<file path="config.mk">
export PLATFORM = sky130hd
export DESIGN_NAME = bcd_counter_4digit
export DESIGN_NICKNAME = d
export VERILOG_FILES = /design/src/rtl/bcd_counter_4digit.sv
export SDC_FILE = /design/constraint.sdc
export NUM_CORES = 1
export LEC_CHECK = 0
export CAP_MARGIN = 25
export CELL_PAD_IN_SITES_DETAIL_PLACEMENT = 2
export CELL_PAD_IN_SITES_GLOBAL_PLACEMENT = 2
export CORE_MARGIN = 3
export CORE_UTILIZATION = 30
export CTS_BUF_LIST = sky130_fd_sc_hd__clkbuf_8 sky130_fd_sc_hd__clkbuf_16
export DETAILED_ROUTE_END_ITERATION = 7
export HOLD_SLACK_MARGIN = 0.03
export MAX_ROUTING_LAYER = met4
export PLACE_DENSITY = 0.88
export REMOVE_ABC_BUFFERS = 1
export SETUP_SLACK_MARGIN = 0.5
export SLEW_MARGIN = 20
export SYNTH_ARGS = -nofsm -noshare
export SYNTH_HDL_FRONTEND = slang
export SYNTH_SLANG_ARGS = --single-unit
</file>
<file path="constraint.sdc">
create_clock -name clk -period 4 [get_ports clk]
set_input_delay 0.4 -clock clk [delete_from_list [all_inputs] [get_ports clk]]
set_output_delay 0.4 -clock clk [all_outputs]
set_load 0.02 [all_outputs]
</file>
<file path="src/rtl/bcd_counter_4digit.sv">
// Four-digit BCD up/down counter with parallel load and a registered roll-over pulse.
// Define BCD_PRESCALE_EN to step once every DIV enabled cycles instead of every enabled cycle.
module bcd_counter_4digit #(
   parameter int DIV = 4
) (
   input  logic       clk,
   input  logic       rst,
   input  logic       en,
   input  logic       up,
   input  logic       load,
   input  logic [3:0] ld0,
   input  logic [3:0] ld1,
   input  logic [3:0] ld2,
   input  logic [3:0] ld3,
   output logic [3:0] q0,
   output logic [3:0] q1,
   output logic [3:0] q2,
   output logic [3:0] q3,
   output logic       wrap
);

   if (DIV < 2 || DIV > 65535) begin : g_bad_div
      $error("bcd_counter_4digit: DIV must be in 2..65535");
   end

   logic [3:0] dig [4];
   logic [3:0] nxt [4];
   logic [3:0] ld  [4];
   logic [3:0] nine;
   logic [3:0] zero;
   logic [3:0] hit;
   logic [3:0] adv;
   logic       step_tick;

`ifdef BCD_PRESCALE_EN
   localparam int PW = $clog2(DIV);
   logic [PW-1:0] pre;

   assign step_tick = (pre == PW'(DIV - 1));

   always_ff @(posedge clk) begin
      if (rst || load) begin
         pre <= '0;
      end else if (en) begin
         pre <= step_tick ? '0 : pre + 1'b1;
      end
   end
`else
   assign step_tick = 1'b1;
`endif

   assign ld[0] = ld0;
   assign ld[1] = ld1;
   assign ld[2] = ld2;
   assign ld[3] = ld3;

   // hit marks digits at their roll-over value for the current direction;
   // a digit advances when every lower digit is at roll-over (flat, no chain).
   always_comb begin
      for (int i = 0; i < 4; i++) begin
         nine[i] = (dig[i] == 4'd9);
         zero[i] = (dig[i] == 4'd0);
      end
   end

   assign hit = up ? nine : zero;
   assign adv = {&hit[2:0], &hit[1:0], hit[0], 1'b1};

   always_comb begin
      for (int i = 0; i < 4; i++) begin
         nxt[i] = dig[i];
         if (adv[i]) begin
            if (up) begin
               nxt[i] = nine[i] ? 4'd0 : dig[i] + 4'd1;
            end else begin
               nxt[i] = zero[i] ? 4'd9 : dig[i] - 4'd1;
            end
         end
      end
   end

   always_ff @(posedge clk) begin
      if (rst) begin
         for (int i = 0; i < 4; i++) dig[i] <= 4'd0;
         wrap <= 1'b0;
      end else if (load) begin
         for (int i = 0; i < 4; i++) dig[i] <= (ld[i] > 4'd9) ? 4'd0 : ld[i];
         wrap <= 1'b0;
      end else if (en && step_tick) begin
         for (int i = 0; i < 4; i++) dig[i] <= nxt[i];
         wrap <= &hit;
      end else begin
         wrap <= 1'b0;
      end
   end

   assign q0 = dig[0];
   assign q1 = dig[1];
   assign q2 = dig[2];
   assign q3 = dig[3];

endmodule

</file>
==> flow_summary.yaml <==
run_status:
  status: "complete, no violations"
clock_network:
  root_buffer: "clkbuf_8"
  cts_sinks: 17
  cts_resized: 0
  htree_levels: 1
  clock_latency_ns: 0.26
  numCtsBuffers: 3
  post_cts_buffers: 0
  clockBufferDepth: 2
  cts_hold_buf: 0
  clkTransAtPathRegs_ns: 0.08
  cts_tree: "done"
timing:
  fin_crit_ns: 2.68
  finalSetupViolCount: 0
  tns_ns: 0
  layout_setup_ws_ns: 1.32
  rsz0062_at_grt: "no"
  hold_viol: 0
  finalCritPeriodShare: 0.669
  clock_skew_ns: 0.00675
  fmax_mhz: 374
  tightest_slew_ns: 0.889
  max_slew_margin: 0.406
  drv_slew: 0
yosys:
  synth-seq-cells: 17
  synthArstFlopShare: 0
  yosysTopAreaCell: "edfxtp_1"
  netlist_area_mm2: 0.00155
  yosysMostFrequentCell: "o21ai_0"
  synthTopCellsByArea: "edfxtp_1, o21ai_0, nand2_1"
  ys_seq_area_frac: 0.323
  synth_area_per_cell_um2: 7.80
  synth_flop_cell: "edfxtp_1"
  synth_top_area_frac: 0.310
  ys_types: 43
  netlist_instances: 199
  yosys-top-cells-count: "o21ai_0, nand2_1, nor2_1, edfxtp_1"
  synth_edf_count: 16
  yosys_warnings: 0
worst_setup_path:
  cp.required_ns: 3.96
  worstSetupEndpointType: "register"
  start_kind: "primary input"
  path_class: "primary input to register"
  cp_max_fo: 25
  rr_worst_depth: 6
  worst_ep_arrival_time_ns: 2.64
routing:
  wl_mm: 5.32
  dr.pass1.iters: 4
  drtIter0Drc: 55
  wl_per_cell_um: 18.3
  vias_per_cell: 5.53
  remaining_drc_errors: 0
  postRouteAntennaNets: 0
  vias: 1604
placed_design:
  dp_hpwl_mm: 3.67
  port_buffers: 37
  dp_cells: 286
  placed_cell_area_mm2: 0.00194
  post-place-ws_ns: 1.11
  place_congestion: 0.718
floorplanning:
  dieArea_mm2: 0.00607
  die_h_um: 77.9
  io_pins: 38
  core_area_mm2: 0.00485
  rows: 25
  die_x_um: 77.9
  start_util: 0.320
cells_and_area:
  antenna_cells: 0
  seqCellArea_um2: 500
  drive_gt1_frac: 0.0448
  areaGrowthSynthToFinish_pct: 27.7
  fill_cells: 556
  stdcell_count: 290
  multi_input_area_um2: 933
  fin_nets: 248
  fin_area_mm2: 0.00198
job:
  maxCapViolations: 0
power_and_ir_drop:
  power_w: 0.000571
  power.leakage_nw: 0.674
  peakVddDrop_mv: 0.122
  power.density_mw_per_mm2: 288
grt:
  antenna_found_initial: 0
  grt_use_total: 0.187
  gr-total-overflow: 0
  grt_pass1_vias: 1732
  grt_max_degree: 26
  grt_first_pass_wirelength_mm: 8.81
hold_path:
  whs_path_depth: 3
  hold_class: "register to register"
-- sequential cells by signal, indices dropped and copies added (netlist names) --
signal and flops:
dig 16, wrap 1
-- stage by stage --
| step | hold slack, ns | util |
|---|---|---|
| finish | 0.811 | 0.409 |
| global route | 0.840 | 0.409 |
| CTS | 0.821 | 0.409 |
| detailed placement | 0.799 | 0.399 |
| global placement | 0.793 | 0.399 |
| floorplan | 0.568 | - |
-- critical path, cell delays in order --
cell and delay [ns]:
clkdlybuf4s50_1 0.87, or3_4 0.57, a2111oi_4 0.44, nand3_2 0.13
nand2_1 0.22
-- per-layer routing --
metal  up-vias  track usage  wire, µm
met5         -            -         0
met4         0       0.0472        59
met3         5       0.0151       117
met2        30        0.339      2820
met1       796        0.222      2330
li1        773            -         -
-- area by class of cell --
cell class | instances | share of cell area
Clock buffer | 3 | 0.0208
Sequential cell | 17 | 0.253
Tap cell | 67 | 0.0423
Multi-Input combinational cell | 154 | 0.471
Clock inverter | 1 | 0.00189
Timing Repair Buffer | 39 | 0.194
Inverter | 9 | 0.0170
-- placed cells by master (no fill, tap or decap), drive strengths merged, types with 4 or more instances in the layout --
master | synthesis | layout
nand3 | 12 | 12
a221oi | 4 | 4
nand3b | 4 | 4
nand2 | 18 | 18
inv | 9 | 10
a211oi | 4 | 4
clkdlybuf4s50 | 0 | 37
nand2b | 4 | 4
nor2 | 18 | 18
nor2b | 7 | 7
xnor2 | 5 | 5
o21bai | 4 | 4
nor3 | 6 | 6
o21ai | 28 | 28
edfxtp | 16 | 16
a21oi | 9 | 9
-- cell families (layout without fill, tap and decap cells) --
logic type      after synthesis  count (layout)  synth area share
flops                        17              17             0.323
buf+inv                      28              52            0.0758
mux                           1               1           0.00645
compound gates               62              62             0.262
fa+ha+maj                     3               3            0.0242
simple gates                 83              83             0.281
xor+xnor                      5               5            0.0282
-- path summary, 6_finish.rpt --
| kind | start | end | slack, ns |
|---|---|---|---|
| worst min register to register | dig[2][2] | wrap | 0.81 |
| worst min-delay path | dig[2][2] | wrap | 0.81 |
| worst max register to register | dig[2][0] | dig[3][2] | 1.80 |
| worst max-delay path | up | dig[3][2] | 1.32 |
-- power by group --
part	internal, W	total [W]	switching (W)	leakage, nW
sequential	0.000212	0.000252	0.0000406	0.187
clock	0.0000685	0.000139	0.0000705	0.0269
combinational	0.0000896	0.000180	0.0000902	0.460
No activity file was read; power rests on OpenSTA's default activity.
